## config.mk

```make
export PLATFORM = sky130hd
export DESIGN_NAME = pc_lut_prog_flat
export DESIGN_NICKNAME = d
export VERILOG_FILES = /design/src/rtl/pc_lut_prog_if.sv /design/src/rtl/pc_lut_prog.sv /design/src/flat_wrapper.sv
export SDC_FILE = /design/constraint.sdc
export NUM_CORES = 1
export LEC_CHECK = 0
export BUFFER_PORTS_ARGS = -buffer_cell sky130_fd_sc_hd__buf_2
export CORE_UTILIZATION = 30
export CTS_CLUSTER_SIZE = 25
export DETAILED_ROUTE_END_ITERATION = 6
export GPL_TIMING_DRIVEN = 0
export PLACE_DENSITY_LB_ADDON = 0.05
export SLEW_MARGIN = 20
export SYNTH_ARGS = -nofsm -noshare
export SYNTH_HDL_FRONTEND = slang
export SYNTH_SLANG_ARGS = --single-unit
```

## constraint.sdc

```tcl
create_clock -name clk -period 5.3 [get_ports clk]
set_clock_uncertainty 0.05 [all_clocks]
set_input_delay 0 -clock clk [delete_from_list [all_inputs] [get_ports clk]]
set_output_delay 0 -clock clk [all_outputs]
set_load 0.01 [all_outputs]
```

## src/rtl/pc_lut_prog_if.sv

```systemverilog
// Bus bundle for pc_lut_prog: lookup port, write port, flush and FSM debug state.
// Handshake: a write is accepted on any edge where ready && wr_en && !flush; wr_ack pulses the following cycle.
interface pc_lut_prog_if #(
    parameter int D = 12,
    parameter int A = 5
);
    logic         flush;
    logic [A-1:0] rd_addr;
    logic [D-1:0] rd_target;
    logic         rd_valid;
    logic         wr_en;
    logic [A-1:0] wr_addr;
    logic [D-1:0] wr_data;
    logic         wr_ack;
    logic         ready;
    logic [0:0]   dbg_state;

    modport master (
        output flush, rd_addr, wr_en, wr_addr, wr_data,
        input  rd_target, rd_valid, wr_ack, ready, dbg_state
    );

    modport slave (
        input  flush, rd_addr, wr_en, wr_addr, wr_data,
        output rd_target, rd_valid, wr_ack, ready, dbg_state
    );
endinterface

```

## src/rtl/pc_lut_prog.sv

```systemverilog
// Programmable branch-target lookup table with sequential clear after reset/flush.
// Optional macro PC_LUT_BYPASS_EN forwards a same-cycle accepted write to the read port.
module pc_lut_prog #(
    parameter int D = 12,
    parameter int A = 5
) (
    input  logic         clk,
    input  logic         reset,
    pc_lut_prog_if.slave bus
);
    localparam int N = 1 << A;

    typedef enum logic [0:0] {
        CLEAR = 1'b0,
        RUN   = 1'b1
    } state_t;

    state_t       state;
    logic [A-1:0] clr_ptr;
    logic [D-1:0] tgt_mem [N];
    logic [N-1:0] vld;
    logic         ready_q;
    logic         ack_q;

    // Reset and flush share one path: both restart clearing from entry 0.
    always_ff @(posedge clk) begin
        if (reset || bus.flush) begin
            state   <= CLEAR;
            clr_ptr <= '0;
            ready_q <= 1'b0;
            ack_q   <= 1'b0;
        end else begin
            case (state)
                CLEAR: begin
                    tgt_mem[clr_ptr] <= '0;
                    vld[clr_ptr]     <= 1'b0;
                    clr_ptr          <= clr_ptr + 1'b1;
                    ack_q            <= 1'b0;
                    if (clr_ptr == A'(N - 1)) begin
                        state   <= RUN;
                        ready_q <= 1'b1;
                    end
                end
                RUN: begin
                    ack_q <= bus.wr_en;
                    if (bus.wr_en) begin
                        tgt_mem[bus.wr_addr] <= bus.wr_data;
                        vld[bus.wr_addr]     <= 1'b1;
                    end
                end
                default: begin
                    state   <= CLEAR;
                    clr_ptr <= '0;
                    ready_q <= 1'b0;
                    ack_q   <= 1'b0;
                end
            endcase
        end
    end

    // Reads are gated by ready so stale contents never leak out while clearing.
    always_comb begin
        bus.rd_target = '0;
        bus.rd_valid  = 1'b0;
        if (ready_q && vld[bus.rd_addr]) begin
            bus.rd_target = tgt_mem[bus.rd_addr];
            bus.rd_valid  = 1'b1;
        end
`ifdef PC_LUT_BYPASS_EN
        if (ready_q && !reset && !bus.flush && bus.wr_en && (bus.wr_addr == bus.rd_addr)) begin
            bus.rd_target = bus.wr_data;
            bus.rd_valid  = 1'b1;
        end
`endif
    end

    assign bus.ready     = ready_q;
    assign bus.wr_ack    = ack_q;
    assign bus.dbg_state = state;
endmodule

```

## src/flat_wrapper.sv

```systemverilog
// flat-port wrapper written by rule: the top's interface ports become plain ports
module pc_lut_prog_flat 
#(
    parameter int D = 12,
    parameter int A = 5
)
  (clk, reset, bus_flush, bus_rd_addr, bus_wr_en, bus_wr_addr, bus_wr_data, bus_rd_target, bus_rd_valid, bus_wr_ack, bus_ready, bus_dbg_state);
  pc_lut_prog_if #(.D(D), .A(A)) bus_i ();
  input  logic clk;
  input  logic reset;
  input wire logic [$bits(bus_i.flush)-1:0] bus_flush;
  input wire logic [$bits(bus_i.rd_addr)-1:0] bus_rd_addr;
  input wire logic [$bits(bus_i.wr_en)-1:0] bus_wr_en;
  input wire logic [$bits(bus_i.wr_addr)-1:0] bus_wr_addr;
  input wire logic [$bits(bus_i.wr_data)-1:0] bus_wr_data;
  output wire logic [$bits(bus_i.rd_target)-1:0] bus_rd_target;
  output wire logic [$bits(bus_i.rd_valid)-1:0] bus_rd_valid;
  output wire logic [$bits(bus_i.wr_ack)-1:0] bus_wr_ack;
  output wire logic [$bits(bus_i.ready)-1:0] bus_ready;
  output wire logic [$bits(bus_i.dbg_state)-1:0] bus_dbg_state;
  assign bus_i.flush = bus_flush;
  assign bus_i.rd_addr = bus_rd_addr;
  assign bus_i.wr_en = bus_wr_en;
  assign bus_i.wr_addr = bus_wr_addr;
  assign bus_i.wr_data = bus_wr_data;
  assign bus_rd_target = bus_i.rd_target;
  assign bus_rd_valid = bus_i.rd_valid;
  assign bus_wr_ack = bus_i.wr_ack;
  assign bus_ready = bus_i.ready;
  assign bus_dbg_state = bus_i.dbg_state;
  pc_lut_prog #(.D(D), .A(A)) u_core (.clk(clk), .reset(reset), .bus(bus_i));
endmodule
```

Word-level counts from Yosys, hierarchy flattened
Memories as Yosys holds them, arrays and structs flattened.
Cells that the tools add are included.
{"block": "word_totals", "ramBits": 384, "inputBits": 26, "memories": 1, "register_bits": 40}
{"block": "classes", "eq_ne": 2, "reduce_logical": 7, "mux": 23, "bitwise_logic": 5, "n_lt_le_gt_ge": 5, "add_sub_neg": 1}
{"name": "u_core.tgt_mem", "depth": 32, "word_bits": 12, "rd": 1, "rd_ports_with_merged_regs": 0, "write_ports": 1, "line_no": "pc_lut_prog.sv:20", "text": "logic [D-1:0] tgt_mem [N];"}
{"cell": "case mux 32 bit (2 select lines)", "count": 1}
{"cell": "bitwise AND 32 bit", "count": 1}
{"cell": "two-way mux 32 bit", "count": 1}
{"cell": "inverter 32 bit", "count": 1}
{"cell": "OR 32 bit", "count": 1}
{"cell": "two-way mux 12 bit", "count": 2}
{"cell": "less-than comparator 5 x 6 -> 1 bit (second input constant)", "count": 3}
{"cell": "two-way mux 1 bit", "count": 14}
{"cell": "OR reduction 12 bit", "count": 1}
{"cell": "demux 1 bit (select 5 bit)", "count": 2}
{"cell": "greater-or-equal comparator 5 x 1 -> 1 bit (second input constant)", "count": 2}
{"cell": "adder 5 x 1 -> 5 bit (second input constant)", "count": 1}
{"cell": "binary-select mux 1 bit (select 5 bit)", "count": 1}
{"cell": "== test 5 bit (second input constant)", "count": 1}
{"cell": "two-way mux 5 bit", "count": 1}
{"cell": "AND reduction 2 bit", "count": 2}
{"cell": "logical AND 1 bit", "count": 3}
{"cell": "inequality test 2 bit (second input constant)", "count": 1}
{"cell": "inverter 1 bit", "count": 2}
{"cell": "case mux 1 bit (2 select lines)", "count": 1}
{"cell": "logical OR 1 bit", "count": 1}

Depth between registers and ports, before layout
Gate-level depths: netlist of the first run.
{"block": "depth", "word_depth": 7, "ltp_mapped": 8, "depth_no_buf": 5}

Worst setup path after synthesis of the first run
Ideal clock, no wire load.
{"block": "synth_timing", "path_type": "flip-flop to flip-flop", "from": "reg u_core.state (netlist: u_core.bus.dbg_state)", "to": "reg u_core.vld[0], enable pin", "stages_incl_launch_ff": 4, "required_time_ns": 4.818, "arrival_ns": 2.323, "path_slack_ns": 2.495, "n_path_buf": 2, "synth_period_minus_slack_ns": 2.805, "path_cell_list": "dfxtp_1 -> clkbuf_1 -> clkbuf_1 -> a21oi_1"}
{"block": "synth_via", "elab_chain_len": 2}
{"element": "start, declared", "line_no": "pc_lut_prog.sv:18", "text": "state_t state;"}
{"element": "start signal, assigned", "line_no": "pc_lut_prog.sv:28", "text": "state <= CLEAR;"}
{"element": "start signal, assigned", "line_no": "pc_lut_prog.sv:40", "text": "state <= RUN;"}
{"element": "start signal, assigned", "line_no": "pc_lut_prog.sv:52", "text": "state <= CLEAR;"}
{"element": "inequality test 2 bit (no source line)"}
{"element": "AND reduction 2 bit (no source line)"}
{"element": "end signal, assigned by index", "line_no": "pc_lut_prog.sv:36", "text": "vld[clr_ptr] <= 1'b0;"}
{"element": "end signal, assigned by index", "line_no": "pc_lut_prog.sv:48", "text": "vld[bus.wr_addr] <= 1'b1;"}
{"element": "end, declared", "line_no": "pc_lut_prog.sv:21", "text": "logic [N-1:0] vld;"}
Every way passes these cells.
A chain may end at the register's enable or synchronous reset.

Worst setup path after layout of the first run
{"block": "layout_timing", "from": "reg u_core.state (netlist: u_core.bus.dbg_state)", "to": "mem u_core.tgt_mem[3][8], enable pin"}
{"block": "layout_via", "elab_chain_len": 5, "elab_cells_between_ends": 9, "cone_classes": "mux: 8; reduce/logical: 1"}
{"element": "two-way mux 1 bit", "line_no": "pc_lut_prog.sv:33", "text": "case (state)"}
{"element": "two-way mux 1 bit", "line_no": "pc_lut_prog.sv:27", "text": "if (reset || bus.flush) begin"}
{"element": "two-way mux 1 bit (not written as such)", "line_no": "pc_lut_prog.sv:47", "text": "tgt_mem[bus.wr_addr] <= bus.wr_data;"}
{"element": "OR reduction 12 bit (no source line)"}
{"element": "two-way mux 5 bit (no source line) or two-way mux 1 bit (tied branches)"}
{"element": "end, declared", "line_no": "pc_lut_prog.sv:20"}
Several ways; a longest one is shown, not always the timed one.

==> reports/metrics.yaml, run 1 <==
run_status:
  status: "finished, final reports clean"
critical_path:
  rr_startpoint: "u_core.bus.dbg_state$_SDFF_PP0_"
  arrival_ps: 3270
  required_ps: 5460
  crit_type: "flip-flop to flip-flop"
  startpoint: "u_core.bus.dbg_state$_SDFF_PP0_"
  critPathLaunchType: "flip-flop"
  worstPathMaxFanout: 12
  cp-end-kind: "flip-flop"
clock_tree:
  postCtsResizedCells: 0
  cts_made_buffers: 50
  clock_latency_ps: 590
  cts_tree: "yes"
  cts_num_sinks: 424
  cts-root-buf: "clkbuf_16"
  clkTransAtPathRegs_ps: 60
  cts_buffer_depth: 3
  h-tree-depth: 2
sta:
  max_freq_mhz: 321.3
  tns_ps: 0
  hold_ws_ps: 20.05
  relSlewSlack_pct: 30.18
  drv_slew: 0
  setup_ws_ps: 2188
  setup_violations: 0
  hold_viol_final: 0
  post-route-period-util_pct: 58.71
  period_minus_slack_ps: 3112
  rsz0062_at_grt: "false"
  worst_slew_pin_slew_ps: 1047
floorplan:
  die_height_um: 243.1
  dieArea_um2: 59110
  fp.dieW_um: 243.1
  ios: 42
  initial_utilization_pct: 30.29
  core_area_um2: 57590
  rows: 88
synth:
  synth_flop_cell: "edfxtp_1"
  async_reset_ff_share_pct: 0
  synth_cells: 924
  synth_warnings: 0
  synth_seq_cells: 424
  synth_edf_count: 416
  ys_types: 37
  syn_area_um2: 17440
  syn_area_per_cell_um2: 18.88
  synth_fp_nets: 955
  yosysSeqAreaShare_pct: 72.53
placement:
  dp_hpwl_mm: 31.96
  routabilityCongestion: 0.8140
  dp_slack_ps: 2112
  io_buffers: 40
power:
  leakage_nw: 5.664
  total_power_mw: 7.248
  ir_worst_vdd_v: 0.0002104
  power.density_nw_per_um2: 351.0
grt:
  grt_usage_pct: 16.53
  first_global_vias: 9222
  grt_max_degree: 33
  antenna_found_initial: 0
  grt_overflow: 0
  grt_pass1_wl_mm: 69.25
drt:
  route.vias.total: 8895
  wl_mm: 47.79
  drt_iter0_markers: 614
  viasPerCell: 4.824
  ant_nets: 0
  drc: 0
  wl_per_cell_um: 25.91
  first_pass_iters: 5
cells_and_area:
  area_delta_synth_final_pct: 18.38
  nNetsFinal: 1069
  drive_above_1_share_pct: 33.98
worst_hold_path:
  hold_start: "bus_wr_data[1]"
  hp-class: "primary input to flip-flop"
job:
  cap_violations: 0
-- cells in the mapped netlist (2+ instances only) --
cell type  number  share of area [%]
nor4_1          3               0.11
mux2i_1        10               0.57
clkbuf_1       20               0.43
nand2b_1        9               0.32
mux2_2         53                3.4
nand2_1        39               0.84
and3_1          3               0.11
nor3_1          4               0.11
buf_4           5               0.22
o22ai_1        25               0.90
and3b_1         2               0.10
nor2_1         73                1.6
nor4_2          9               0.65
buf_6           4               0.26
inv_1           6               0.13
or2_2           3               0.11
buf_1           2              0.043
nand3_1         4               0.11
and2_1         12               0.43
ha_1            5               0.36
a21oi_1        68                2.0
mux4_2        100                 13
edfxtp_1      416                 72
mux4_1          3               0.45
nor2b_1         6               0.22
nor3b_1         3               0.13
buf_2          20               0.57
dfxtp_1         8               0.92
-- through the flow --
step / cell area (µm²) / std cells / util (%)
finish: 20650 / 1844 / 35.86
global route: 20650 / 1842 / 35.85
CTS: 20640 / 1842 / 35.85
detailed placement: 19040 / 1746 / 33.06
global placement: 18600 / 1729 / 32.30
floorplan: 17440 / 924 / -
-- logic make-up (layout without fill, tap and decap cells) --
family | after synthesis | count (layout) | synth area share (%)
flip-flops | 424 | 424 | 72.53
AND/OR/NAND/NOR | 173 | 173 | 4.971
multiplexers | 166 | 166 | 17.36
AO/OA/AOI/OAI | 97 | 97 | 3.034
buffers and inverters | 57 | 210 | 1.650
adder cells (fa/ha/maj) | 5 | 5 | 0.3586
XOR/XNOR | 2 | 2 | 0.1004
other | 0 | 2 | 0
-- critical path, cell delays in order, from the launching register on --
cell and delay, ps:
dfxtp_1 390, and4bb_2 330, buf_2 280, mux2i_1 630, nand2_1 300, nor2_2 750
-- state kept, by name, summed over array words and instances, names as in the netlist --
signal                flops
u_core.vld               32
u_core.tgt_mem          384
u_core.bus.dbg_state      1
u_core.bus.ready          1
u_core.bus.wr_ack         1
u_core.clr_ptr            5
-- layout by cell type (no fill, tap or decap), types with 6 or more instances in the layout --
cell type | Yosys | routed
buf_16 | 0 | 8
clkinv_2 | 0 | 10
o22ai_1 | 25 | 25
nand2_1 | 39 | 39
nor2_1 | 73 | 41
edfxtp_1 | 416 | 416
nor2_2 | 0 | 32
nor2b_1 | 6 | 6
nand2b_1 | 9 | 9
clkinv_1 | 0 | 11
buf_2 | 20 | 60
a21oi_1 | 68 | 67
clkbuf_1 | 20 | 32
inv_1 | 6 | 6
mux4_2 | 100 | 100
dfxtp_1 | 8 | 8
mux2i_1 | 10 | 10
buf_6 | 4 | 11
and2_2 | 0 | 12
clkbuf_16 | 0 | 51
nor4_2 | 9 | 9
mux2_2 | 53 | 53
-- metal layers --
metal  routed length (µm)  track usage, %
met5                    0               0
met4                  779           3.792
met3                 2372           3.538
met2                23090           26.95
met1                21540           22.52
-- layout make-up --
type / instances / area [µm²]
Clock buffer: 63 / 1321
Buffer: 51 / 265.3
Clock inverter: 28 / 237.7
Fill cell: 5385 / 36930
Multi-Input combinational cell: 443 / 4611
Timing Repair Buffer: 62 / 579.3
Sequential cell: 424 / 12650
Inverter: 6 / 22.52
Tap cell: 765 / 957.2
Antenna cell: 2 / 5.005
-- report_power, final --
part | leakage, nW | switching, mW | internal [mW] | total [mW]
Combinational | 1.70 | 0.154 | 0.106 | 0.260
Clock | 0.769 | 1.38 | 1.95 | 3.33
Sequential | 3.20 | 0.00972 | 3.65 | 3.66
Total | 5.66 | 1.54 | 5.71 | 7.25
-- repair_timing --
action                                  4_1_cts  5_1_grt
endpoints found under the setup margin        0        0
hold endpoints to repair                     24        0
hold buffers                                  5        0
buffers inserted                              0        0
-- path summary, 6_finish.rpt --
path	end	cells after the start	slack, ps
worst min register to register	u_core.bus.ready$_SDFFE_PP0P_	2	490
worst max register to register	u_core.tgt_mem[3][8]$_DFFE_PP_	5	2190
worst min-delay path	u_core.tgt_mem[23][1]$_DFFE_PP_	2	20
worst max-delay path	u_core.tgt_mem[3][8]$_DFFE_PP_	5	2190
Power figures use the tool's default switching activity.
==> inputs of run 2 (changes only) <==
clock period = 2.6 ns   (was 5.3 ns; I/O delays follow)
==> run 2 against run 1 <==
Compared with the run above: the flow now finishes with violations (setup timing); final cell count increased by 2.2%; power rose by 110%; worst setup slack worse by 2200 ps; sequential share of layout area down 3.2 points; clock power up 110%; die area did not move; via count rose by 2.6%; register-to-register slack got worse by 2100 ps; sequential power up 100%; critical endpoint is now bus_rd_target[0]; largest power group unchanged.
==> reports/metrics.yaml, run 2 (same netlist as run 1, synthesis figures left out) <==
clock_tree:
  cts-root-buf: "clkbuf_16"
  h-tree-depth: 2  # unchanged
  cts_tree: "yes"
  cts_buffer_depth: 3  # unchanged
  cts_num_sinks: 424  # unchanged
  clock_latency_ps: 590  # about the same
  clkTransAtPathRegs_ps: 60  # about the same
  cts_made_buffers: 50  # unchanged
cells_and_area:
  area_delta_synth_final_pct: 24.87
  largest_reg_flops: 384  # unchanged
  top_register: "u_core.tgt_mem"
  drive_above_1_share_pct: 38.66  # +4.7 points
  nNetsFinal: 1113  # +4.1%
  antenna_cells: 0  # -2
  final_cell_mix: "edfxtp_1, mux4_2, a21oi_1"
  top_regs: "u_core.tgt_mem x384, u_core.vld x32, u_core.clr_ptr x5"
  final_common_cell: "edfxtp_1"
placement:
  routabilityCongestion: 0.7379  # -9.3%
  dp_hpwl_mm: 32.04  # +0.27%
  io_buffers: 40  # unchanged
grt:
  antenna_found_initial: 2  # +2
  grt_pass1_wl_mm: 70.03  # +1.1%
  grt_overflow: 0  # unchanged
  grt_usage_pct: 16.70  # +0.17 points
  grt_max_degree: 33  # unchanged
  first_global_vias: 9576  # +3.8%
sta:
  setup_violations: 1  # +1
  period_minus_slack_ps: 2646
  post-route-period-util_pct: 101.8
  setup_ws_ps: -46.35  # -2234 ps
  tns_ps: -46.35  # -46.35 ps
  relSlewSlack_pct: 34.52  # +4.3 points
  rsz0062_at_grt: "true"
  worst_slew_pin_slew_ps: 982.2  # -65.06 ps
  max_freq_mhz: 377.9
  hold_ws_ps: 17.65  # -2.403 ps
  hold_viol_final: 0  # unchanged
  drv_slew: 0  # unchanged
drt:
  ant_nets: 0  # unchanged
  route.vias.total: 9127  # +2.6%
  wl_mm: 48.27  # +1.0%
  viasPerCell: 4.842  # +0.38%
  drt_iter0_markers: 613  # -0.16%
  wl_per_cell_um: 25.61  # -1.2%
  drc: 0  # unchanged
  first_pass_iters: 4  # -1
floorplan:
  die_height_um: 243.1  # unchanged
  fp.dieW_um: 243.1  # unchanged
  core_area_um2: 57590  # unchanged
  initial_utilization_pct: 30.29  # unchanged
  ios: 42  # unchanged
  rows: 88  # unchanged
  dieArea_um2: 59110  # unchanged
critical_path:
  required_ps: 2550  # -2910 ps
  crit_type: "flip-flop to output pin"
  cp-end-kind: "output pin"
  rr_startpoint: "u_core.bus.dbg_state$_SDFF_PP0_"
  startpoint: "u_core.vld[4]$_DFFE_PP_"
  arrival_ps: 2600  # -670 ps
  worstPathMaxFanout: 5  # -7
  critPathLaunchType: "flip-flop"
power:
  power.switching_mw: 3.180  # +110%
  power_switching_share_pct: 20.98  # -0.27 points
  leakage_nw: 7.840  # +38%
  power.density_nw_per_um2: 695.7  # +98%
  cell_internal_pwr_mw: 11.98  # +110%
  comb_power_share_pct: 4.0  # +0.4 points
  sequentialPowerShare_pct: 49.2  # -1.3 points
  power_frac_clock_pct: 46.8  # +0.9 points
  ir_worst_vdd_v: 0.0004379  # +110%
worst_hold_path:
  hp-class: "primary input to flip-flop"
  hold_start: "bus_wr_data[3]"
run_status:
  violations: "setup timing"
  status: "complete, but fails checks"
job:
  cap_violations: 0  # unchanged
run 2: cell type report:
type	instances	area [µm²]
Buffer	51	289.0
Clock buffer	65	1371
Clock inverter	25	275.3
Fill cell	5284	35800
Inverter	6	22.52
Multi-Input combinational cell	443	5020
Sequential cell	424	12650
Tap cell	765	957.2
Timing Repair Buffer	106	1196
run 2: final timing paths:
check,cells past startpoint,end,slack [ps]
min reg2reg,2,u_core.clr_ptr[0]$_SDFFE_PP0N_,530
min,2,u_core.tgt_mem[10][3]$_DFFE_PP_,20
max reg2reg,6,u_core.tgt_mem[6][5]$_DFFE_PP_,90
max,5,bus_rd_target[0],-50
run 2: per-layer routing:
metal	part of all wire, %	up-vias	GRT usage (%)
met4	2.2	0	4.754
met2	46	202	25.89
met3	4.2	60	2.930
met5	0	-	0
li1	-	4069	-
met1	47	4796	23.98
run 2: power groups by stage:
stage	clock [mW]	sequential, mW	combinational [mW]
finish	7.09	7.45	0.606
global route	7.53	7.45	0.652
CTS	7.30	7.45	0.611
detailed placement	0	7.60	0.547
global placement	0	7.60	0.536
floorplan	0	7.59	0.345
run 2: what timing repair did:
action                                  4_1_cts  5_1_grt
gates cloned                                  1        0
gates resized for setup                      71       13
hold buffers                                  9        0
endpoints found under the hold margin        64        0
pin swaps                                    39        9
buffers inserted                             37        9
endpoints found under the setup margin      427      188
run 2: worst max-delay path: stages (launching register included):
cell and delay, ps:
edfxtp_1 380, mux4_2 280, mux2i_4 100, a221o_4 550, nor4_4 480, buf_2 220
run 2: per-stage QoR:
step	std cells	worst slack, ps	cell area (µm²)	utilization [%]	total power [mW]
after floorplan	924	291.5	17450	-	7.936
after global routing	1885	-130.0	21780	37.83	15.64
after detailed placement	1739	-358.8	18940	32.89	8.144
after global placement	1729	-693.4	18610	32.31	8.135
after CTS	1876	-82.57	21610	37.52	15.37
final	1885	-46.35	21780	37.83	15.16
